===== config.mk =====
export PLATFORM = sky130hd
export DESIGN_NAME = uart_param_flat
export DESIGN_NICKNAME = d
export VERILOG_FILES = /design/src/rtl/uart_param_if.sv /design/src/rtl/uart_param.sv /design/src/flat_wrapper.sv
export SDC_FILE = /design/constraint.sdc
export NUM_CORES = 1
export LEC_CHECK = 0
export BUFFER_PORTS_ARGS = -buffer_cell sky130_fd_sc_hd__buf_2
export CAP_MARGIN = 0
export CELL_PAD_IN_SITES_DETAIL_PLACEMENT = 0
export CELL_PAD_IN_SITES_GLOBAL_PLACEMENT = 1
export CORE_MARGIN = 1
export CORE_UTILIZATION = 50
export CTS_CLUSTER_SIZE = 8
export DETAILED_ROUTE_END_ITERATION = 8
export GPL_ROUTABILITY_DRIVEN = 0
export PLACE_DENSITY_LB_ADDON = 0.1
export SLEW_MARGIN = 20
export SYNTH_ARGS = -nofsm -noshare
export SYNTH_HDL_FRONTEND = slang
export SYNTH_SLANG_ARGS = --single-unit

===== constraint.sdc =====
create_clock -name clk -period 11 [get_ports clk]
set_input_delay 1.1 -clock clk [delete_from_list [all_inputs] [get_ports clk]]
set_output_delay 1.1 -clock clk [all_outputs]
set_load 0.01 [all_outputs]

===== src/rtl/uart_param_if.sv =====
// Client-side bundle of the UART: baud/frame configuration plus both valid/ready handshakes.
// The client drives through the master modport and the UART core sits on the slave modport.
interface uart_param_if #(
  parameter int unsigned DATA_BITS = 8,
  parameter int unsigned BAUD_W    = 24
);
  logic [BAUD_W-1:0]    baud;
  logic [1:0]           parity_mode;
  logic                 two_stop;
  logic [DATA_BITS-1:0] tx_data;
  logic                 tx_valid;
  logic                 tx_ready;
  logic [DATA_BITS-1:0] rx_data;
  logic                 rx_valid;
  logic                 rx_ready;
  logic                 rx_parity_err;
  logic                 rx_frame_err;
  logic                 rx_overrun;
  logic                 overrun_clr;

  modport master (
    output baud, parity_mode, two_stop, tx_data, tx_valid, rx_ready, overrun_clr,
    input  tx_ready, rx_data, rx_valid, rx_parity_err, rx_frame_err, rx_overrun
  );

  modport slave (
    input  baud, parity_mode, two_stop, tx_data, tx_valid, rx_ready, overrun_clr,
    output tx_ready, rx_data, rx_valid, rx_parity_err, rx_frame_err, rx_overrun
  );
endinterface


===== src/rtl/uart_param.sv =====
// Full-duplex UART with a runtime baud rate from a fractional tick accumulator,
// configurable parity/stop bits and a 16x-oversampled receiver with error reporting.
module uart_param #(
  parameter int unsigned SYS_CLK_RATE = 50000000,
  parameter int unsigned DATA_BITS    = 8,
  parameter int unsigned OVERSAMPLE   = 16,
  parameter int unsigned BAUD_W       = 24
) (
  input  logic         clk,
  input  logic         rst,
  uart_param_if.slave  bus,
  output logic         tx,
  input  logic         rx
);
  localparam int unsigned CNT_W = $clog2(OVERSAMPLE);
  localparam int unsigned BIT_W = $clog2(DATA_BITS);
  localparam logic [CNT_W-1:0] CNT_LAST = CNT_W'(OVERSAMPLE - 1);
  localparam logic [CNT_W-1:0] CNT_HALF = CNT_W'(OVERSAMPLE / 2 - 1);
  localparam logic [BIT_W-1:0] BIT_LAST = BIT_W'(DATA_BITS - 1);
  localparam logic [31:0]      CLK_RATE = 32'(SYS_CLK_RATE);

  typedef enum logic [2:0] {TX_IDLE, TX_START, TX_DATA, TX_PARITY, TX_STOP1, TX_STOP2} tx_state_t;
  typedef enum logic [1:0] {RX_IDLE, RX_START, RX_DATA, RX_STOP_OR_PAR} rx_state_t;

  // Shared oversample tick: accumulate OVERSAMPLE*baud, wrap at the system clock rate
  logic [31:0] acc, acc_n;
  logic        tick;

  always_comb acc_n = acc + (32'(OVERSAMPLE) * 32'(bus.baud[BAUD_W-1:0]));

  always_ff @(posedge clk or posedge rst) begin
    if (rst) begin
      acc  <= '0;
      tick <= 1'b0;
    end else if (acc_n >= CLK_RATE) begin
      acc  <= acc_n - CLK_RATE;
      tick <= 1'b1;
    end else begin
      acc  <= acc_n;
      tick <= 1'b0;
    end
  end

  // Transmitter; tx_arm holds the line idle until the first tick after accept
  tx_state_t            tx_state;
  logic [CNT_W-1:0]     tx_cnt;
  logic [BIT_W-1:0]     tx_bit;
  logic [DATA_BITS-1:0] tx_sh;
  logic                 tx_par_en, tx_par_bit, tx_two, tx_arm;

  always_ff @(posedge clk or posedge rst) begin
    if (rst) begin
      tx_state     <= TX_IDLE;
      tx_cnt       <= '0;
      tx_bit       <= '0;
      tx_sh        <= '0;
      tx_par_en    <= 1'b0;
      tx_par_bit   <= 1'b0;
      tx_two       <= 1'b0;
      tx_arm       <= 1'b0;
      tx           <= 1'b1;
      bus.tx_ready <= 1'b1;
    end else begin
      case (tx_state)
        TX_IDLE: begin
          if (bus.tx_valid && bus.tx_ready) begin
            tx_sh        <= bus.tx_data;
            tx_par_en    <= (bus.parity_mode == 2'b01) || (bus.parity_mode == 2'b10);
            tx_par_bit   <= (^bus.tx_data) ^ bus.parity_mode[1];
            tx_two       <= bus.two_stop;
            tx_arm       <= 1'b1;
            bus.tx_ready <= 1'b0;
            tx_state     <= TX_START;
          end
        end
        default: begin
          if (tick) begin
            if (tx_arm) begin
              tx_arm <= 1'b0;
              tx     <= 1'b0;
              tx_cnt <= '0;
            end else if (tx_cnt != CNT_LAST) begin
              tx_cnt <= tx_cnt + CNT_W'(1);
            end else begin
              tx_cnt <= '0;
              case (tx_state)
                TX_START: begin
                  tx       <= tx_sh[0];
                  tx_sh    <= tx_sh >> 1;
                  tx_bit   <= '0;
                  tx_state <= TX_DATA;
                end
                TX_DATA: begin
                  if (tx_bit == BIT_LAST) begin
                    tx       <= tx_par_en ? tx_par_bit : 1'b1;
                    tx_state <= tx_par_en ? TX_PARITY : TX_STOP1;
                  end else begin
                    tx     <= tx_sh[0];
                    tx_sh  <= tx_sh >> 1;
                    tx_bit <= tx_bit + BIT_W'(1);
                  end
                end
                TX_PARITY: begin
                  tx       <= 1'b1;
                  tx_state <= TX_STOP1;
                end
                TX_STOP1: begin
                  if (tx_two) begin
                    tx_state <= TX_STOP2;
                  end else begin
                    tx_state     <= TX_IDLE;
                    bus.tx_ready <= 1'b1;
                  end
                end
                default: begin
                  tx_state     <= TX_IDLE;
                  bus.tx_ready <= 1'b1;
                end
              endcase
            end
          end
        end
      endcase
    end
  end

  // Receiver input synchroniser and edge history
  logic rx_s1, rx_s2, rx_prev;

  always_ff @(posedge clk or posedge rst) begin
    if (rst) begin
      rx_s1   <= 1'b1;
      rx_s2   <= 1'b1;
      rx_prev <= 1'b1;
    end else begin
      rx_s1   <= rx;
      rx_s2   <= rx_s1;
      rx_prev <= rx_s2;
    end
  end

  rx_state_t            rx_state;
  logic [CNT_W-1:0]     rx_cnt;
  logic [BIT_W-1:0]     rx_bit;
  logic [DATA_BITS-1:0] rx_sh;
  logic                 rx_par_en, rx_odd, rx_perr, rx_in_par, rx_take;

  // Half a bit into the start bit, then once per bit
  always_comb begin
    rx_take = 1'b0;
    if (tick) rx_take = (rx_state == RX_START) ? (rx_cnt == CNT_HALF) : (rx_cnt == CNT_LAST);
  end

  always_ff @(posedge clk or posedge rst) begin
    if (rst) begin
      rx_state          <= RX_IDLE;
      rx_cnt            <= '0;
      rx_bit            <= '0;
      rx_sh             <= '0;
      rx_par_en         <= 1'b0;
      rx_odd            <= 1'b0;
      rx_perr           <= 1'b0;
      rx_in_par         <= 1'b0;
      bus.rx_data       <= '0;
      bus.rx_valid      <= 1'b0;
      bus.rx_parity_err <= 1'b0;
      bus.rx_frame_err  <= 1'b0;
      bus.rx_overrun    <= 1'b0;
    end else begin
      if (bus.rx_valid && bus.rx_ready) bus.rx_valid <= 1'b0;
      if (bus.overrun_clr) bus.rx_overrun <= 1'b0;
      case (rx_state)
        RX_IDLE: begin
          if (rx_prev && !rx_s2) begin
            rx_state  <= RX_START;
            rx_cnt    <= '0;
            rx_perr   <= 1'b0;
            rx_par_en <= (bus.parity_mode == 2'b01) || (bus.parity_mode == 2'b10);
            rx_odd    <= bus.parity_mode[1];
          end
        end
        default: begin
          if (tick && !rx_take) begin
            rx_cnt <= rx_cnt + CNT_W'(1);
          end else if (rx_take) begin
            rx_cnt <= '0;
            case (rx_state)
              RX_START: begin
                rx_bit   <= '0;
                rx_state <= rx_s2 ? RX_IDLE : RX_DATA;
              end
              RX_DATA: begin
                rx_sh <= {rx_s2, rx_sh[DATA_BITS-1:1]};
                if (rx_bit == BIT_LAST) begin
                  rx_in_par <= rx_par_en;
                  rx_state  <= RX_STOP_OR_PAR;
                end else begin
                  rx_bit <= rx_bit + BIT_W'(1);
                end
              end
              default: begin
                if (rx_in_par) begin
                  rx_perr   <= rx_s2 ^ (^rx_sh) ^ rx_odd;
                  rx_in_par <= 1'b0;
                end else begin
                  // Stop sample: deliver the word, overwriting an unread one
                  bus.rx_data       <= rx_sh;
                  bus.rx_parity_err <= rx_perr;
                  bus.rx_frame_err  <= !rx_s2;
                  bus.rx_valid      <= 1'b1;
                  if (bus.rx_valid && !bus.rx_ready) bus.rx_overrun <= 1'b1;
                  rx_state <= RX_IDLE;
                end
              end
            endcase
          end
        end
      endcase
    end
  end
endmodule


===== src/flat_wrapper.sv =====
// flat-port wrapper written by rule: the top's interface ports become plain ports
module uart_param_flat 
#(
  parameter int unsigned SYS_CLK_RATE = 50000000,
  parameter int unsigned DATA_BITS    = 8,
  parameter int unsigned OVERSAMPLE   = 16,
  parameter int unsigned BAUD_W       = 24
)
  (clk, rst, tx, rx, bus_baud, bus_parity_mode, bus_two_stop, bus_tx_data, bus_tx_valid, bus_rx_ready, bus_overrun_clr, bus_tx_ready, bus_rx_data, bus_rx_valid, bus_rx_parity_err, bus_rx_frame_err, bus_rx_overrun);
  uart_param_if #(.DATA_BITS(DATA_BITS), .BAUD_W(BAUD_W)) bus_i ();
  input  logic clk;
  input  logic rst;
  output logic tx;
  input  logic rx;
  input wire logic [$bits(bus_i.baud)-1:0] bus_baud;
  input wire logic [$bits(bus_i.parity_mode)-1:0] bus_parity_mode;
  input wire logic [$bits(bus_i.two_stop)-1:0] bus_two_stop;
  input wire logic [$bits(bus_i.tx_data)-1:0] bus_tx_data;
  input wire logic [$bits(bus_i.tx_valid)-1:0] bus_tx_valid;
  input wire logic [$bits(bus_i.rx_ready)-1:0] bus_rx_ready;
  input wire logic [$bits(bus_i.overrun_clr)-1:0] bus_overrun_clr;
  output wire logic [$bits(bus_i.tx_ready)-1:0] bus_tx_ready;
  output wire logic [$bits(bus_i.rx_data)-1:0] bus_rx_data;
  output wire logic [$bits(bus_i.rx_valid)-1:0] bus_rx_valid;
  output wire logic [$bits(bus_i.rx_parity_err)-1:0] bus_rx_parity_err;
  output wire logic [$bits(bus_i.rx_frame_err)-1:0] bus_rx_frame_err;
  output wire logic [$bits(bus_i.rx_overrun)-1:0] bus_rx_overrun;
  assign bus_i.baud = bus_baud;
  assign bus_i.parity_mode = bus_parity_mode;
  assign bus_i.two_stop = bus_two_stop;
  assign bus_i.tx_data = bus_tx_data;
  assign bus_i.tx_valid = bus_tx_valid;
  assign bus_i.rx_ready = bus_rx_ready;
  assign bus_i.overrun_clr = bus_overrun_clr;
  assign bus_tx_ready = bus_i.tx_ready;
  assign bus_rx_data = bus_i.rx_data;
  assign bus_rx_valid = bus_i.rx_valid;
  assign bus_rx_parity_err = bus_i.rx_parity_err;
  assign bus_rx_frame_err = bus_i.rx_frame_err;
  assign bus_rx_overrun = bus_i.rx_overrun;
  uart_param #(.SYS_CLK_RATE(SYS_CLK_RATE), .DATA_BITS(DATA_BITS), .OVERSAMPLE(OVERSAMPLE), .BAUD_W(BAUD_W)) u_core (.clk(clk), .rst(rst), .bus(bus_i), .tx(tx), .rx(rx));
endmodule

; Word-level counts from Yosys, hierarchy flattened
; Cells that the tools add are included.
[word_totals]
output_inout_bits = 14
wordCells = 188
inputBits = 41
reg_bits = 93
[op_classes]
n_reduce_logical = 39
magnitude_cmp = 1
bitwise = 11
n_mux = 74
eq_ne = 29
add_sub_neg = 6
[ops]
columns = cell, n
row1 = $mux 8, 6
row2 = $mux 1, 36
row3 = $add 32x28->32, 1
row4 = $ge 32x26->1 const B, 1
row5 = $mux 32, 1
row6 = $sub 32x26->32 const B, 1
row7 = $mux 3, 10
row8 = $reduce_and 5->1, 6
row9 = $mux 4, 6
row10 = $reduce_and 6->1, 3
row11 = $pmux 8 s2, 1
row12 = $reduce_xor 8->1, 2
row13 = $mux 2, 7
row14 = $ne 2x1->1 const B, 6
row15 = $pmux 3 s2, 2
row16 = $pmux 3 s4, 1
row17 = $ne 2x2->1 const B, 5
row18 = $reduce_and 2->1, 5
row19 = $reduce_bool 2->1, 5
row20 = $eq 3x3->1 const B, 3
row21 = $add 4x1->4 const B, 2
row22 = $ne 4x4->1 const B, 2
row23 = $not 1->1, 8
row24 = $reduce_and 4->1, 2
row25 = other kinds (23), 38

; Depth between registers and ports, before layout
[logic_depth]
ltp_word = 8
mapped_depth = 15
mapped_depth_nobuf = 13

; Least setup slack after synthesis
; OpenSTA, ideal clock, no wires.
[synth_path]
path_kind = in2reg
start = in bus_baud[0]
end = reg u_core.acc[13]
required_time_ns = 10.868
slack_ns = 6.507
stages = 15
t_arrival_ns = 4.361
setup_ns = 0.132
path_cell_list = ha_1 > fa_1 > a211oi_2 > o21ai_1 > and2_1 > o311a_1 > a211oi_2 > or3b_1 > a2111oi_2 > a21boi_2 > buf_6 > inv_2 > buf_6 > nand3_1 > xnor2_1
[synth_via]
elab_chain_cells = 3
[synth_rtl]
columns = element, line
row1 = start: declaration, flat_wrapper.sv:15  ; input wire logic [$bits(bus_i.baud)-1:0] bus_baud;
row2 = $add 32x28->32 *, uart_param.sv:29  ; always_comb acc_n = acc + (32'(OVERSAMPLE) * 32'(bus.baud[BAUD_W-1:0]));
row3 = $sub 32x26->32 / $ge 32x26->1 (equally long branches), "uart_param.sv:36, uart_param.sv:35"
row4 = $mux 32 *, uart_param.sv:35  ; end else if (acc_n >= CLK_RATE) begin
row5 = end signal: assignment, uart_param.sv:36  ; acc <= acc_n - CLK_RATE;
row6 = end signal: assignment, uart_param.sv:39  ; acc <= acc_n;
row7 = end: declaration, uart_param.sv:26  ; logic [31:0] acc, acc_n;
; Mark *: on every way between the ends. The rest lies on a longest branch, timed or not.
; A chain may end at the register's enable or synchronous reset.

; Final worst setup path
[layout_path]
start = in bus_baud[0]
end = reg u_core.acc[15]
; Same word-level chain as after synthesis.

==> run summary <==
Status: finished clean
Setup ws final: 5.998 ns
FILL cells: 1086
Synth Net Count: 739
Ys flop type: dfrtp_1
Hold Slack: 0.3618 ns
Max VDD drop: 0.2073 mV
Clk_skew: 0.006907 ns
Vias in the first global route: 4831
Die ar.: 0.01265 mm²
CP Launch Type: primary input
Max-slew violation count: 0
Comb power frac: 60.6%
CTS H-tree lvls: 3
Period utilization: 45.47%
Row Count: 39
Crit-path cells: buf_2 > ha_1 > fa_1 > a211oi_2 > o21ai_1 > and2_1 > o311a_1 > a211oi_2 > or3b_1 > a2111oi_2 > a21boi_2 > inv_2 > nand3_1 > xnor2_1
EDFF count, synth: 0
Avg Inst Size Synth: 9.204 µm²
Switching power total: 979.0 µW
Crit-path most repeated cell: a211oi_2
RSZ-0062 raised after global routing: false
CP required: 11.26 ns
Die height: 112.5 µm
Crit path max fanout: 12
Async SR Flop Fraction: 100.0%
DRT iter0 DRCs: 318
Max Cap Viol: 0
Detail Route Antenna Nets: 0
Largest net degree at the start of global routing: 54
Final hold viol count: 0
Cell Count, Final, Fillers Out: 852
Clock latency on the worst-skew pair: 0.36 ns
CTS root buf: clkbuf_16
Leakage: 0.002926 µW
CP Class: primary input to register
N_diodes: 0
Core ar.: 0.01166 mm²
Initial Util: 52.32%
CP endpoint kind: register
Clk sinks: 89
Vias after detailed routing: 5025
Clock power frac: 14.3%
Setup violators final: 0
Boundary Pins: 55
Setup slack at placement: 5.676 ns
WL/cell: 16.42 µm
Critical-path top delay cell: a21boi_2
Synthesized instance count: 663
PD cells: 309.0 mW/mm²
P_int: 1100 µW
Area growth syn-to-layout: 10.23%
Resized Gates After CTS: 0
Worst Tran Pin Value: 0.7195 ns
Yosys warns: 0
Placed cell count: 836
Hold_buf cts: 0
Seq/Total Area, Yosys: 36.60%
Max Clk Rate: 0.1999 GHz
Chip Width: 112.5 µm
IO buf count: 54
CP startpoint: bus_baud[0]
R2R Path Start: u_core.acc[4]
Finished Core Util: 57.68%
Fin nets: 780
Yosys reg bits: 89
Switching share of power: 47.10%
CTS tree: yes
Tmin final: 5.002 ns
Relative slew slack: 51.74%
TritonCTS buffer count: 9
Initial antenna violation count: 0
Post-CTS setup buffers: 0
# DRC: 0
HPWL after DPL: 10780 µm
CTS clock-pin slew for the worst setup and hold paths: 0.07 ns
Distinct cells, synth: 77
Clock buffer depth: 2
Min-Delay Startpoint: u_core.rx_s1
Share of post-route cells with drive strength above 1: 16.22%
Post-Syn Area: 0.006102 mm²
DR pass1 iterations: 5
WP data arrival: 5.27 ns
Global Route Usage Sum: 23.56%
Path category of the worst min-delay check: register to register
Global-route wire length before repair: 23230 µm
Congestion Overflow GR: 0
Vias per cell: 5.898
TNS Setup: 0 ns
Reg power frac: 25.1%
Final wirelength: 13990 µm
Critical Path Max Stage Delay: 0.59 ns
## critical path, delay by kind of cell
kind / cells / cell delay (ns)
xor+xnor: 1 / 0.15
simple gates: 3 / 0.83
compound gates: 6 / 2.12
buf+inv: 2 / 0.35
fa+ha+maj: 2 / 0.70
## layer usage
metal | up-vias | track usage (%) | share of wire, %
met5 | - | 0 | 0
met4 | 0 | 9.689 | 2.1
met3 | 19 | 3.294 | 3.4
met2 | 99 | 37.81 | 46
met1 | 2405 | 32.16 | 49
li1 | 2502 | - | -
## power by group through the flow
stage	Clock [µW]	Combinational (µW)	Sequential, µW
2_1_floorplan	0	1010	497
3_3_place_gp	0	1210	525
3_5_place_dp	0	1240	527
4_1_cts	303	1250	521
5_1_grt	315	1410	535
6_report	298	1260	522
## area by class of cell
class	count	area [µm²]	share of cell area (%)
multi-input cells	533	3690	54.85
inverters	15	57.56	0.8557
clock inverters	6	52.55	0.7813
flip-flops and latches	89	2233	33.20
well taps	143	178.9	2.660
repair buffers	56	285.3	4.241
clock buffers	10	229.0	3.404
## synth_stat cells (all sizes together) (6+ instances only)
cell    number  area [µm²]
xor2        17       148.9
nor2b       13       81.33
and3         7       43.79
mux2i       12       120.1
nor2        46       172.7
or4          6       45.04
and2        12       75.07
a21oi       42       214.0
nand2b       8       50.05
clkbuf      15       56.30
mux2        18       202.7
buf         11       66.31
xnor2       44       385.4
inv         15       56.30
ha          34       425.4
o21ai       49       252.7
o211ai       7       57.55
a31oi        6       37.54
nand4       13       81.33
a21o         6       45.04
nand2       68       257.8
dfrtp       84        2102
nor3        13       65.06
nand3       26       140.1
a22o         7       61.31
a211oi      11       97.60
## registers in the layout, indices dropped and copies added, names as in the netlist, 2 cells and up
signal and cells:
u_core.acc 28, u_core.bus.rx_data 8, u_core.rx_bit 3, u_core.rx_cnt 4
u_core.rx_sh 8, u_core.rx_state 2, u_core.tx_bit 3, u_core.tx_cnt 4
u_core.tx_sh 8, u_core.tx_state 3
## per-stage QoR
| step | instance area (µm²) | total power [µW] |
|---|---|---|
| floorplan | 6102 | 1502 |
| global placement | 6445 | 1739 |
| detailed placement | 6445 | 1771 |
| CTS | 6726 | 2075 |
| global route | 6726 | 2258 |
| finish | 6726 | 2079 |
## placed cells by master (no fill, tap or decap), drive strengths merged, types with 8 or more instances in the layout
cell type   n
and2       12
nand3      26
buf        56
nor2b      13
inv        16
dfrtp      84
xor2       17
ha         34
nor2       46
mux2       18
a211oi     11
clkbuf     10
o21ai      49
mux2i      12
nor3       13
nand2      68
xnor2      44
nand2b      8
nand4      13
a21oi      42
## kinds of logic after synthesis
group                    share of synthesized area (%)
AO/OA/AOI/OAI                                    19.64
buffers and inverters                            2.932
AND/OR/NAND/NOR                                  19.48
multiplexers                                     5.290
adder cells (fa/ha/maj)                          7.300
flip-flops                                       36.60
XOR/XNOR                                         8.755
## worst paths after layout
path / endpoint / slack [ns] / depth (start not counted)
worst max register to register: u_core.acc[15] / 6.47 / 13
max in group asynchronous: u_core.acc[30] / 9.09 / 3
worst min-delay path: u_core.rx_s2 / 0.36 / 0
worst min register to register: u_core.rx_s2 / 0.36 / 0
min in group asynchronous: u_core.rx_in_par / 0.79 / 2
worst max-delay path: u_core.acc[15] / 6.00 / 14
(Power assumes the default switching activity.)
